--- config.mk ---
export PLATFORM = sky130hd
export DESIGN_NAME = zero_pad_stream
export DESIGN_NICKNAME = d
export VERILOG_FILES = /design/src/rtl/zero_pad_stream.sv
export SDC_FILE = /design/constraint.sdc
export NUM_CORES = 1
export LEC_CHECK = 0
export BUFFER_PORTS_ARGS = -buffer_cell sky130_fd_sc_hd__buf_2
export CORE_ASPECT_RATIO = 0.7
export CORE_MARGIN = 8
export CORE_UTILIZATION = 52
export CTS_CLUSTER_DIAMETER = 40
export DETAILED_ROUTE_END_ITERATION = 10
export MAX_ROUTING_LAYER = met4
export PLACE_DENSITY = 0.85
export SLEW_MARGIN = 20
export SYNTH_ARGS = -nofsm -noshare
export SYNTH_HDL_FRONTEND = slang
export SYNTH_SLANG_ARGS = --single-unit
export TNS_END_PERCENT = 5
--- constraint.sdc ---
create_clock -name clk -period 3.3 [get_ports clk]
set_input_delay 0.33 -clock clk [delete_from_list [all_inputs] [get_ports clk]]
set_output_delay 0.33 -clock clk [all_outputs]
set_load 0.005 [all_outputs]
--- src/rtl/zero_pad_stream.sv ---
// Streaming zero padder: IN_H x IN_W x CH map in, padded map out, valid/ready both sides.
// Define ZERO_PAD_FILL_EN to add a pad_value port (sampled at start) used as the fill.
module zero_pad_stream #(
    parameter int DATA_W = 32,
    parameter int IN_H   = 5,
    parameter int IN_W   = 5,
    parameter int CH     = 1,
    parameter int PAD_T  = 0,
    parameter int PAD_B  = 4,
    parameter int PAD_L  = 0,
    parameter int PAD_R  = 4
) (
    input  logic              clk,
    input  logic              reset,
    input  logic              start,
    input  logic              in_valid,
    output logic              in_ready,
    input  logic [DATA_W-1:0] in_data,
`ifdef ZERO_PAD_FILL_EN
    input  logic [DATA_W-1:0] pad_value,
`endif
    output logic              out_valid,
    input  logic              out_ready,
    output logic [DATA_W-1:0] out_data,
    output logic              out_eol,
    output logic              out_eof,
    output logic              busy,
    output logic              done
);

    localparam int OW  = PAD_L + IN_W + PAD_R;
    localparam int OH  = PAD_T + IN_H + PAD_B;
    localparam int CHW = (CH > 1) ? $clog2(CH) : 1;
    localparam int CLW = (OW > 1) ? $clog2(OW) : 1;
    localparam int RWW = (OH > 1) ? $clog2(OH) : 1;

    typedef enum logic [1:0] {
        S_IDLE = 2'd0,
        S_RUN  = 2'd1,
        S_DONE = 2'd2
    } state_t;

    state_t state, nxt;

    logic [CHW-1:0]    ch_q;
    logic [CLW-1:0]    col_q;
    logic [RWW-1:0]    row_q;
    logic [DATA_W-1:0] fill;
    logic              run;
    logic              is_data;
    logic              ch_last;
    logic              col_last;
    logic              row_last;
    logic              eol_n;
    logic              open;
    logic              adv;
    int                row_i;
    int                col_i;

`ifdef ZERO_PAD_FILL_EN
    logic [DATA_W-1:0] fill_q;
    assign fill = fill_q;
`else
    assign fill = '0;
`endif

    always_ff @(posedge clk or negedge reset) begin
        if (!reset) state <= S_IDLE;
        else        state <= nxt;
    end

    always_comb begin
        nxt = state;
        unique case (state)
            S_IDLE:  if (start) nxt = S_RUN;
            S_RUN:   if (out_valid && out_ready && out_eof) nxt = S_DONE;
            S_DONE:  nxt = S_IDLE;
            default: nxt = S_IDLE;
        endcase
    end

    always_comb begin
        run  = (state == S_RUN);
        busy = (state != S_IDLE);
        done = (state == S_DONE);
    end

    always_comb begin
        row_i   = int'(row_q);
        col_i   = int'(col_q);
        is_data = (row_i >= PAD_T) && (row_i < PAD_T + IN_H) &&
                  (col_i >= PAD_L) && (col_i < PAD_L + IN_W);
    end

    assign ch_last  = (ch_q == CHW'(CH - 1));
    assign col_last = (col_q == CLW'(OW - 1));
    assign row_last = (row_q == RWW'(OH - 1));
    assign eol_n    = col_last && ch_last;

    // Once the eof beat is staged, counters have wrapped; hold off until it drains.
    assign open     = run && !out_eof && (!out_valid || out_ready);
    assign in_ready = open && is_data;
    assign adv      = open && (!is_data || in_valid);

    always_ff @(posedge clk or negedge reset) begin
        if (!reset) begin
            ch_q      <= '0;
            col_q     <= '0;
            row_q     <= '0;
            out_valid <= 1'b0;
            out_data  <= '0;
            out_eol   <= 1'b0;
            out_eof   <= 1'b0;
`ifdef ZERO_PAD_FILL_EN
            fill_q    <= '0;
`endif
        end else begin
            if (state == S_IDLE && start) begin
                ch_q  <= '0;
                col_q <= '0;
                row_q <= '0;
`ifdef ZERO_PAD_FILL_EN
                fill_q <= pad_value;
`endif
            end
            if (adv) begin
                out_data  <= is_data ? in_data : fill;
                out_valid <= 1'b1;
                out_eol   <= eol_n;
                out_eof   <= eol_n && row_last;
                if (ch_last) begin
                    ch_q <= '0;
                    if (col_last) begin
                        col_q <= '0;
                        row_q <= row_last ? '0 : row_q + RWW'(1);
                    end else begin
                        col_q <= col_q + CLW'(1);
                    end
                end else begin
                    ch_q <= ch_q + CHW'(1);
                end
            end else if (out_valid && out_ready) begin
                out_valid <= 1'b0;
                out_eol   <= 1'b0;
                out_eof   <= 1'b0;
            end
        end
    end

endmodule

==> results summary, run 1 <==
The run finished with clean final reports. The tightest slew margin relative to the limit came out at 0.3646. By area, the combinational part of the netlist is dominated by compound AO/OA/AOI/OAI gates. In the global route stage, met1 resource usage came out at 0.2021. The final route contains 1429 vias. The residual antenna-violating net count after detailed routing is 0. TritonCTS built the clock tree. The final total negative setup slack is 0 ns.

The path class of the lowest-slack min-delay path is in -> async. Summing internal, switching and leakage power gives 2.084 mW. The number of clock buffers inserted by TritonCTS came out at 5. The layout cell share with drive strength beyond 1 is 0.5398. The global-route wire length before repair is 6.796 mm. Of the total synthesized cell area, the portion taken by XOR and XNOR cells is 0.004442. The floorplan row count is 18. For this configuration, the core starts out at a cell density of 0.5507. The portion of synthesized cell area occupied by the leading cell type is 0.5711. The sequential fraction of the synthesis area came out at 0.5711. The die width came out at 89.60 microns. Relative to the synthesized area, the layout overhead comes to 24.43%. The fraction of the mapped netlist area in compound gates came to 0.2202.

After detailed routing, the average wire length per cell comes to 15.93 microns. After detailed routing, the number of vias per cell comes to 5.178. The area of the core region came out at 3581 sq um.

The adder-cell share of the synthesized area is 0.02538. The total iterations of the first detailed-routing run came out at 4. The overall die height is 67.52 microns.

The startpoint identified for the worst register-to-register timing path is col_q[0]$_DFFE_PN0P_. Hold repair after CTS inserted 0 buffers. The mux contribution to synthesized area is 0.01079. In this run, synthesis produced a sequential element count of 45. met2 is the most crowded layer.

The H-tree generated during clock tree synthesis spans 2 levels. In this run the cell area of the synthesized design comes to 1972 sq um. The worst-case register-to-register setup slack is 1.14 ns. The placed standard-cell area is 2352 sq um. For met3 alone, demand over resource in global routing was 0.03879.

The category of the most critical setup path is reg -> reg. The average size of a mapped cell is 13.23 sq um. The wire length after detailed routing is 4.398 mm.

The die covers 6050 sq um. Tracing the worst setup path back leads to its startpoint at col_q[0]$_DFFE_PN0P_. The clock latency on the worst-skew pair is 0.29 ns. The power density normalized to cell area came out at 849.4 nW/um^2. The total of buffers placed on input and output ports is 74. The largest net degree at the start of global routing came out at 46. The yosys synthesis warning count is 0. At the pin with the least slew margin, the transition time is 0.9531 ns. The number of pins exceeding their max-slew limit in the final report is 0. The number of nets in the layout came out at 266. The clock-pin slew on the worst setup and hold paths is 0.08 ns. The final-report setup violation count came out at 0.

The required time of the critical path is 3.48 ns. The routability congestion estimate came out at 0.7575. The share of the clock period used by the worst path after layout came out at 0.6534. Of the total synthesized cell area, the portion taken by AND, OR, NAND and NOR gates is 0.1244. In this run the deepest clock path goes through 2 buffers. For this run, design rule violations remaining after detail routing come to 0. The number of different library cells in the post-synthesis netlist came out at 36. In the global route stage, overall resource usage came out at 0.1539. The buffer type at the clock tree root is sky130_fd_sc_hd__clkbuf_8.

By area the synthesized netlist is led by sky130_fd_sc_hd__dfrtp_1 57%, sky130_fd_sc_hd__a22o_2 15%, sky130_fd_sc_hd__a22o_1 3.1%, sky130_fd_sc_hd__ha_1 2.5%, sky130_fd_sc_hd__buf_6 2.3%. The kind of capture point of the worst setup path is a flip-flop. The antenna diode count came out at 0.

The initial antenna violation count is 0. The number of nets in the synthesized netlist is 190. The number of hold-slack violations in the final timing report came out at 0. The fill cell total of the finished layout is 265. Global routing finished with a remaining overflow of 0.

The count of clock tree sinks is 45. The met2 track demand over resource in global routing came out at 0.2249. STA classifies the critical path startpoint as a flip-flop. Summing all non-filler instances in the final layout gives an area of 2454 sq um. The largest driver fanout on the critical path is 36.

Gates resized during post-CTS repair numbered 0. The final clock skew is 0.005512 ns. Setup repair after global routing left no endpoint under its margin. sky130_fd_sc_hd__dfrtp_1 takes more of the synthesized area than any other cell. The number of DRC markers after the initial detailed-route iteration came out at 56.

The minimum period implied by the final worst setup slack came out at 2.156 ns. Across the VDD grid, the largest voltage drop is 0.4303 mV. The number of global-route vias before repair is 1450.

The leakage power total came out at 1.350 nW. Across the run, the number of max-cap violations was 0. The critical path arrival came out at 2.34 ns.

The number of buffers inserted to repair setup after CTS is 0. For this design the top-level I/O count stands at 75. The number of cells produced by synthesis came out at 149. Timing would allow up to 0.4638 GHz.

The half-perimeter wire length after detailed placement came out at 3.190 mm.
==> cell families after synthesis <==
| group | Yosys count |
|---|---|
| AO/OA/AOI/OAI | 46 |
| flip-flops | 45 |
| AND/OR/NAND/NOR | 38 |
| buffers and inverters | 13 |
| adder cells (fa/ha/maj) | 4 |
| multiplexers | 2 |
| XOR/XNOR | 1 |
==> flip-flops by register name, indices dropped and copies added (netlist names) <==
signal	flops
out_data	32
state	2
row_q	4
out_valid	1
out_eol	1
col_q	4
out_eof	1
==> routing by layer <==
metal  vias to the layer above  routed length, microns
li1                        703                       -
met1                       679                    2039
met4                         0                      40
met2                        43                    1976
met5                         -                       0
met3                         4                     340
==> layout by cell type, fill, tap and decap left out, drive strengths merged, types with 3 or more instances in the layout <==
| master | instances |
|---|---|
| a22o | 36 |
| nor2b | 3 |
| ha | 4 |
| nor2 | 11 |
| nand2b | 5 |
| nand3 | 3 |
| nand2 | 6 |
| clkbuf | 7 |
| dfrtp | 45 |
| buf | 75 |
| inv | 7 |
==> worst max-delay path: stages (launching register included) <==
cell                       delay [ns]
sky130_fd_sc_hd__dfrtp_1         0.42
sky130_fd_sc_hd__inv_1           0.09
sky130_fd_sc_hd__ha_1            0.20
sky130_fd_sc_hd__nand2b_1        0.14
sky130_fd_sc_hd__nand4_1         0.20
sky130_fd_sc_hd__nand2_2         0.57
sky130_fd_sc_hd__mux2_2          0.41
==> metrics by stage <==
step	hold slack, ns	cells	setup slack (ns)	utilization
floorplan	0.03441	149	1.620	-
global placement	0.4555	268	1.241	0.6569
detailed placement	0.4760	268	1.189	0.6569
CTS	0.2147	276	1.144	0.6852
global route	0.2522	276	0.9416	0.6852
finish	0.1843	276	1.144	0.6852
==> area by class of cell <==
type / count / area (sq um) / share of cell area
clock buffer: 7 / 96.34 / 0.03927
tap: 50 / 62.56 / 0.02550
timing repair buffer: 75 / 377.9 / 0.1540
sequential: 45 / 1126 / 0.4590
multi-input combinational: 91 / 759.5 / 0.3095
inverter: 7 / 26.28 / 0.01071
clock inverter: 1 / 5.005 / 0.002040
==> path summary, 6_finish.rpt <==
kind	end	cells past startpoint
setup / recovery	col_q[1]$_DFFE_PN0P_	6
hold / removal	out_eof$_DFFE_PN0P_	1
setup reg to reg	col_q[1]$_DFFE_PN0P_	6
hold reg to reg	state[0]$_DFFE_PN0P_	1
max in group asynchronous	out_data[6]$_DFFE_PN0P_	1
min in group clk	out_data[20]$_DFFE_PN0P_	2
==> report_power, final <==
part           internal, mW  leakage [nW]  switching (mW)
sequential            0.778         0.580           0.141
clock                 0.189        0.0542           0.169
combinational         0.429         0.715           0.378
total                  1.40          1.35           0.688
==> synthesized netlist by cell type, drive strengths merged <==
| master | n |
|---|---|
| and2b | 1 |
| nor4 | 1 |
| a21o | 2 |
| nor3 | 2 |
| or2 | 1 |
| nand2 | 6 |
| nor2b | 3 |
| inv | 7 |
| and4b | 1 |
| nand3 | 3 |
| a31o | 1 |
| nand3b | 1 |
| or3 | 1 |
| a21oi | 1 |
| nand2b | 5 |
| a22o | 36 |
| dfrtp | 45 |
| o211a | 2 |
| a221o | 1 |
| buf | 6 |
| mux2i | 1 |
| and3 | 1 |
| xnor2 | 1 |
| nand4 | 1 |
| a211oi | 1 |
| nor2 | 11 |
| o31ai | 1 |
| ha | 4 |
| o2bb2ai | 1 |
| mux2 | 1 |
Note: power is estimated with default switching activity, not from simulation.
==> run 2: changes to the inputs <==
--- a/config.mk
+++ b/config.mk
@@ -8,11 +8,11 @@
 export BUFFER_PORTS_ARGS = -buffer_cell sky130_fd_sc_hd__buf_2
 export CORE_ASPECT_RATIO = 0.7
 export CORE_MARGIN = 8
-export CORE_UTILIZATION = 52
+export CORE_UTILIZATION = 48
 export CTS_CLUSTER_DIAMETER = 40
 export DETAILED_ROUTE_END_ITERATION = 10
 export MAX_ROUTING_LAYER = met4
-export PLACE_DENSITY = 0.85
+export PLACE_DENSITY = 0.79
 export SLEW_MARGIN = 20
 export SYNTH_ARGS = -nofsm -noshare
 export SYNTH_HDL_FRONTEND = slang
==> constraint.sdc (replaced) <==
create_clock -name clk -period 2.2 [get_ports clk]
set_input_delay 0.22 -clock clk [delete_from_list [all_inputs] [get_ports clk]]
set_output_delay 0.22 -clock clk [all_outputs]
set_load 0.005 [all_outputs]
==> run 2 against run 1 <==
  * The flow now finishes with violations (negative hold slack)
  * Hold slack got worse by 0.20 ns
  * Clock-buffer cell count fell by 2
  * Cell count rose by 3.6%
  * Core utilization fell by 4.0 points
  * Non-clock buffer count rose by 7
  * Sequential share of layout area fell by 1.4 points
  * Via count rose by 3.1%
==> results summary, run 2 (synthesized netlist as in run 1, its figures left out) <==
No sink is reached through more buffers than the 2 on the longest clock path. The number of antenna diodes in the final layout is 0. The total via count after detailed routing is 1474.

The count of pins on the block boundary is 75. The final reports fail on negative hold slack. The path class of the lowest-slack min-delay path is in -> async. The peak ir drop on the vdd network is 0.7325 mV. The number of nets in the layout is 274.

The number of buffers inserted to repair setup after CTS is 0. The clock period could shrink to 1.996 ns. The residual antenna-violating net count after detailed routing came out at 0.

The cell count after placement is 277. The overall die height is 69.63 microns. The required time of the critical path is 2.43 ns.

At the pin with the least slew margin, the transition time is 0.6964 ns. The area growth from synthesis to layout is 28.30%. The switching portion of total power came out at 0.3432.

The number of DRC markers after the initial detailed-route iteration is 60. The count of unresolved DRC violations after routing is 0. The wire length after detailed routing came out at 4.729 mm.

The fill cell total of the finished layout is 308. The initial antenna violation count is 0. The tightest slew margin relative to the limit is 0.5342. The analysis attributes to net switching a power of 1.092 mW. The worst reg2reg path depth is 6. The critical path arrival is 2.22 ns.

Leaving out filler cells and counting taps, the final layout contains 286. The H-tree depth came out at 2. The most common cell after layout, fill and taps aside is sky130_fd_sc_hd__buf_2. The multi-input logic area is 775.7 sq um. The largest driver fanout on the critical path is 16. TritonCTS built the clock tree. Total power for the finished layout comes to 3.182 mW. The post-route worst setup slack is 0.2040 ns. The number of global-route vias before repair came to 1559.

The root buffer cell chosen for the clock tree is sky130_fd_sc_hd__clkbuf_8. The routability congestion estimate is 0.7903. The area of the core region is 3923 sq um. More flip-flops sit in one register than any other, and that register is out_data. The register share of total power came out at 0.435. The largest net degree at the start of global routing is 46. The count of clock tree sinks came out at 45. The number of hold-slack violations in the final timing report came out at 25.

In the layout the commonest cells are 74 x sky130_fd_sc_hd__buf_2, 45 x sky130_fd_sc_hd__dfrtp_1, 29 x sky130_fd_sc_hd__a22o_2. Setup violations remaining at the end of the flow were counted as 0. The part of the total power dissipated in combinational logic came out at 0.405. For this design the ratio of total power to cell area is 1258 nW/um^2. The first global-routing pass estimated 7.886 mm of wire. The number of pins exceeding their max-slew limit in the final report came out at 0. The internal portion of the total power is 2.090 mW. The total iterations of the first detailed-routing run came out at 4. The worst setup path is of the reg -> reg kind. For this run, the share of the core covered by cells in the final layout is 0.6450. Buffers inserted to repair hold after CTS numbered 0.

Setup repair after global routing left no endpoint under its margin. The leakage power total came out at 1.384 nW. After floorplanning, the core was divided into 19 placement rows. The share of the clock period used by the worst path after layout came out at 0.9073. The area of all sequential standard cells is 1126 sq um.

Before CTS, the worst setup slack after placement is -0.06019 ns. The clock latency on the worst-skew pair came out at 0.29 ns. The maximum clock rate is 0.5010 GHz. The max-capacitance violation count came out at 0. The flip-flop count of the largest register after layout is 32.

The mean routed wirelength per cell is 16.53 microns. The total of buffers placed on input and output ports came out at 74. The total routing resource utilization after global routing is 0.1541. The share of total power dissipated in the clock network is 0.160. The flow ran to the end, but the final reports show violations. The worst setup path is captured at a flip-flop. The mean number of vias per cell came out at 5.154. The startpoint type of the worst setup path is a flip-flop. The final clock skew came out at 0.008403 ns.

The area of the die is 6448 sq um. The layout cell share with drive strength beyond 1 is 0.5556. The clock-pin slew on the worst setup and hold paths is 0.08 ns. The starting density of the core is 0.5027. The worst-case hold slack came out at -0.01168 ns.

The die width is 92.61 microns. The HPWL after detailed placement is 3.350 mm. The largest registers in the layout are out_data (32), col_q (4), row_q (4). The number of clock buffers inserted by TritonCTS came out at 5. The sum of overflow across all layers after global routing came out at 0.
==> run 2: timing repair <==
action                                  4_1_cts  5_1_grt
gates cloned                                  1        0
endpoints found under the setup margin       32       16
pin swaps                                     1        0
resized for setup                             0        1
==> run 2: worst paths after layout <==
check	start	endpoint	slack, ns
setup reg to reg	row_q[1]$_DFF_PN0_	out_data[6]$_DFFE_PN0P_	0.20
hold / removal	reset	col_q[1]$_DFFE_PN0P_	-0.01
min in group clk	in_data[13]	out_data[13]$_DFFE_PN0P_	0.15
setup / recovery	row_q[1]$_DFF_PN0_	out_data[6]$_DFFE_PN0P_	0.20
hold reg to reg	state[1]$_DFFE_PN0P_	state[0]$_DFFE_PN0P_	0.47
max in group asynchronous	reset	out_data[30]$_DFFE_PN0P_	1.84
==> run 2: final cells by class <==
class                   instances  area share
clock inverters                 3    0.009891
inverters                       7     0.01039
well taps                      52     0.02572
multi-input cells              92      0.3066
flip-flops and latches         45      0.4451
clock buffers                   5     0.02720
repair buffers                 82      0.1751
==> run 2: routing by layer <==
metal / wire (microns) / global-route usage / vias up
li1: - / - / 721
met1: 2158 / 0.1927 / 699
met2: 2136 / 0.2302 / 52
met3: 398 / 0.05622 / 2
met4: 36 / 0.03915 / 0
met5: 0 / - / -
==> run 2: power by group through the flow <==
stage	Combinational [mW]	Clock [mW]	Sequential (mW)
3_3_place_gp	1.24	0	1.39
5_1_grt	1.44	0.565	1.43
4_1_cts	1.31	0.532	1.38
6_report	1.29	0.508	1.39
3_5_place_dp	1.28	0	1.38
2_1_floorplan	0.737	0	1.40
==> run 2: per-stage QoR <==
stage	cell area, sq um	setup TNS [ns]
finish	2530	0
global route	2530	0
CTS	2524	0
detailed placement	2420	-1.479
global placement	2420	0
floorplan	1972	0
==> run 2: worst max-delay path, stage by stage, from the launching register on <==
cell and delay (ns):
sky130_fd_sc_hd__dfrtp_1 0.41, sky130_fd_sc_hd__inv_1 0.08, sky130_fd_sc_hd__ha_1 0.18, sky130_fd_sc_hd__nand2b_1 0.14, sky130_fd_sc_hd__nand3_1 0.24, sky130_fd_sc_hd__nor3_4 0.62, sky130_fd_sc_hd__a22o_2 0.27
==> run 3: changes to the inputs <==
--- a/config.mk
+++ b/config.mk
@@ -9,6 +9,7 @@
 export CORE_ASPECT_RATIO = 0.7
 export CORE_MARGIN = 8
 export CORE_UTILIZATION = 48
+export CTS_BUF_LIST = sky130_fd_sc_hd__clkbuf_16
 export CTS_CLUSTER_DIAMETER = 40
 export DETAILED_ROUTE_END_ITERATION = 10
 export MAX_ROUTING_LAYER = met4
==> run 3 against run 2 <==
  * The flow now finishes without violations
  * Maximum frequency grew 2.0%
  * Clock-buffer cell count is the same
  * Die area is the same
  * Hold slack gained 0.015 ns
  * Clock skew shrank 0.0017 ns
  * Critical path depth is the same
  * Clock power grew 44%
  * Critical endpoint unchanged
  * Final area grew 2.2%
==> results summary, run 3 (synthesized netlist as in run 1, its figures left out) <==
The run finished with clean final reports. Broken down by cell family, the worst path's largest delay share belongs to simple AND/OR/NAND/NOR gates. STA classifies the critical path endpoint as a flip-flop.

The area of the core region came out at 3923 sq um. The placed standard-cell area came out at 2420 sq um. TritonCTS built the clock tree. The peak ir drop on the vdd network is 0.7921 mV. The number of nets in the layout is 274. The clock-pin slew on the worst setup and hold paths came out at 0.06 ns. The critical path in this run is classified as reg -> reg. For this block, the via count after detailed routing is 1467. The mean routed wirelength per cell is 16.40 microns. 75 I/O pins were placed.

The overall power consumption came out at 3.405 mW. The critical path starts at row_q[1]$_DFF_PN0_. The worst setup path is launched from a flip-flop. The critical path goes through inv_1 > ha_1 > nand2b_1 > nand3_1 > nor3_4 > a22o_2. The final-report setup violation count came out at 0. The first global-routing pass estimated 7.852 mm of wire.

The half-perimeter wire length after detailed placement is 3.350 mm. The worst-case setup slack after placement came out at -0.06019 ns. The number of clock buffers inserted by TritonCTS is 5. The total routing resource utilization after global routing came out at 0.1522. The fill cell total of the finished layout is 300. The clock latency on the worst-skew pair is 0.28 ns. The required time of the critical path is 2.42 ns.

The critical path arrival is 2.17 ns. After routing, the total negative slack on setup checks comes to 0 ns. In the final layout, the registers with the most flip-flops are out_data (32), col_q (4), row_q (4). The worst-case register-to-register setup slack came out at 0.24 ns. The initial utilization of the core area, before any placement, comes to 0.5027. The tightest min-delay check is of the in -> async type. The wire length after detailed routing came out at 4.691 mm. For this run the aggregate overflow at the end of global routing stands at 0.

The largest driver fanout on the critical path came out at 16. The mean number of vias per cell came out at 5.129. The floorplan row count came out at 19. The total of buffers placed on input and output ports came out at 74. The number of DRC markers after the initial detailed-route iteration is 72.

The tree is rooted in a sky130_fd_sc_hd__clkbuf_16. The destination of the critical timing path is out_data[6]$_DFFE_PN0P_. The power density normalized to cell area came out at 1317 nW/um^2. The area added between synthesis and finish is 31.15%. The total iterations of the first detailed-routing run came out at 4. The repair_antennas step left the layout with diodes totalling 0. The initial antenna violation count was 0. The minimum period implied by the final worst setup slack came out at 1.957 ns.

The floorplan step set the die height to 69.63 microns. Measured in cells, the most critical reg-to-reg path has a length of 6. In this run the critical register-to-register path is launched from row_q[1]$_DFF_PN0_. The tightest slew margin relative to the limit came out at 0.5348. The final core utilization is 0.6593.

Derived from the worst setup path, the maximum achievable clock frequency is 0.5109 GHz. Setup repair after global routing left no endpoint under its margin. The buffer and inverter count on the worst path is 1. The number of global-route vias before repair is 1561. The highest cell delay on the worst timing path is 0.61 ns. After detailed routing, the number of remaining DRC violations is 0.

The largest individual stage delay along the critical path comes from the cell sky130_fd_sc_hd__nor3_4. The post-layout instance area came out at 2586 sq um. Entering global routing, the biggest net connects 46 pins. The reg-to-reg endpoint is out_data[6]$_DFFE_PN0P_. The flip-flop count of the largest register after layout is 32. The number of buffers inserted to repair setup after CTS came out at 0.

The routability congestion estimate came out at 0.7903. The count of clock tree sinks came out at 45. Across all hold checks on the routed design, the worst slack comes to 0.003010 ns.

Counting along the longest clock path gives a buffer depth of 2. The number of pins exceeding their max-slew limit in the final report was 0. Leaving out fill and tap cells, the most frequent cell in the layout is sky130_fd_sc_hd__buf_2. The cell count after placement is 277.

The worst path meets setup with 0.2428 ns of slack. The tool flagged a number of max-cap violations equal to 0. The layout cell share with drive strength beyond 1 is 0.5556. The top cell types in the final layout, fill and taps aside, are 74 x sky130_fd_sc_hd__buf_2, 45 x sky130_fd_sc_hd__dfrtp_1, 29 x sky130_fd_sc_hd__a22o_2. The leakage power total came out at 1.410 nW. The transition at the pin with the smallest max-transition slack came out at 0.6956 ns. Between clock sinks in the finished design, the worst skew comes to 0.006667 ns.

The die covers 6448 sq um. The residual antenna-violating net count after detailed routing is 0. The clock tree synthesis step divided the H-tree into 2 levels. Ranked by flip-flop count, first place goes to out_data. The number of hold-slack violations in the final timing report is 0. Counting buffers and inverters, the worst setup path is 6 cells deep.

The final instance count without filler cells is 286. Dividing the final minimum period by the clock period gives 0.8896. The die width came out at 92.61 microns.
[run 3: changes by cell type in the layout (fill, tap and decap cells not counted)]
cell	before	now
sky130_fd_sc_hd__clkbuf_16	0	5
sky130_fd_sc_hd__clkbuf_8	5	0
[run 3: worst min path at each step]
stage / startpoint / end / cells after the start
after global routing: reset / col_q[0]$_DFFE_PN0P_ / 2
after global placement: reset / col_q[1]$_DFFE_PN0P_ / 2
after floorplan: reset / col_q[0]$_DFFE_PN0P_ / 0
after detailed placement: reset / col_q[1]$_DFFE_PN0P_ / 2
after CTS: reset / col_q[1]$_DFFE_PN0P_ / 2
final: reset / col_q[1]$_DFFE_PN0P_ / 2
[run 3: area by class of cell]
cell class	instances	area, sq um	share of cell area
inverters	7	26.28	0.01016
well taps	52	65.06	0.02516
clock buffers	5	125.1	0.04838
clock inverters	3	25.02	0.009676
flip-flops and latches	45	1126	0.4354
multi-input cells	92	775.7	0.3000
repair buffers	82	442.9	0.1713
[run 3: worst reg2reg max path, cell delays in order, from the launching register on]
cell and delay (ns):
sky130_fd_sc_hd__dfrtp_1 0.40, sky130_fd_sc_hd__inv_1 0.08, sky130_fd_sc_hd__ha_1 0.18, sky130_fd_sc_hd__nand2b_1 0.14, sky130_fd_sc_hd__nand3_1 0.22, sky130_fd_sc_hd__nor3_4 0.61
sky130_fd_sc_hd__a22o_2 0.27
[run 3: power by group]
group	internal (mW)	total, mW	switching (mW)
combinational	0.694	1.29	0.594
clock	0.426	0.732	0.306
sequential	1.17	1.39	0.216
total	2.29	3.41	1.12
[run 3: what timing repair did]
item                                    CTS  global route
hold buffers                              0             0
gates resized for setup                   0             0
endpoints found under the setup margin   32             0
[run 3: routing by layer]
layer | share of wire | track usage
met5 | 0 | -
met4 | 0.0043 | 0.03203
met3 | 0.084 | 0.05514
met2 | 0.45 | 0.2263
met1 | 0.46 | 0.1941
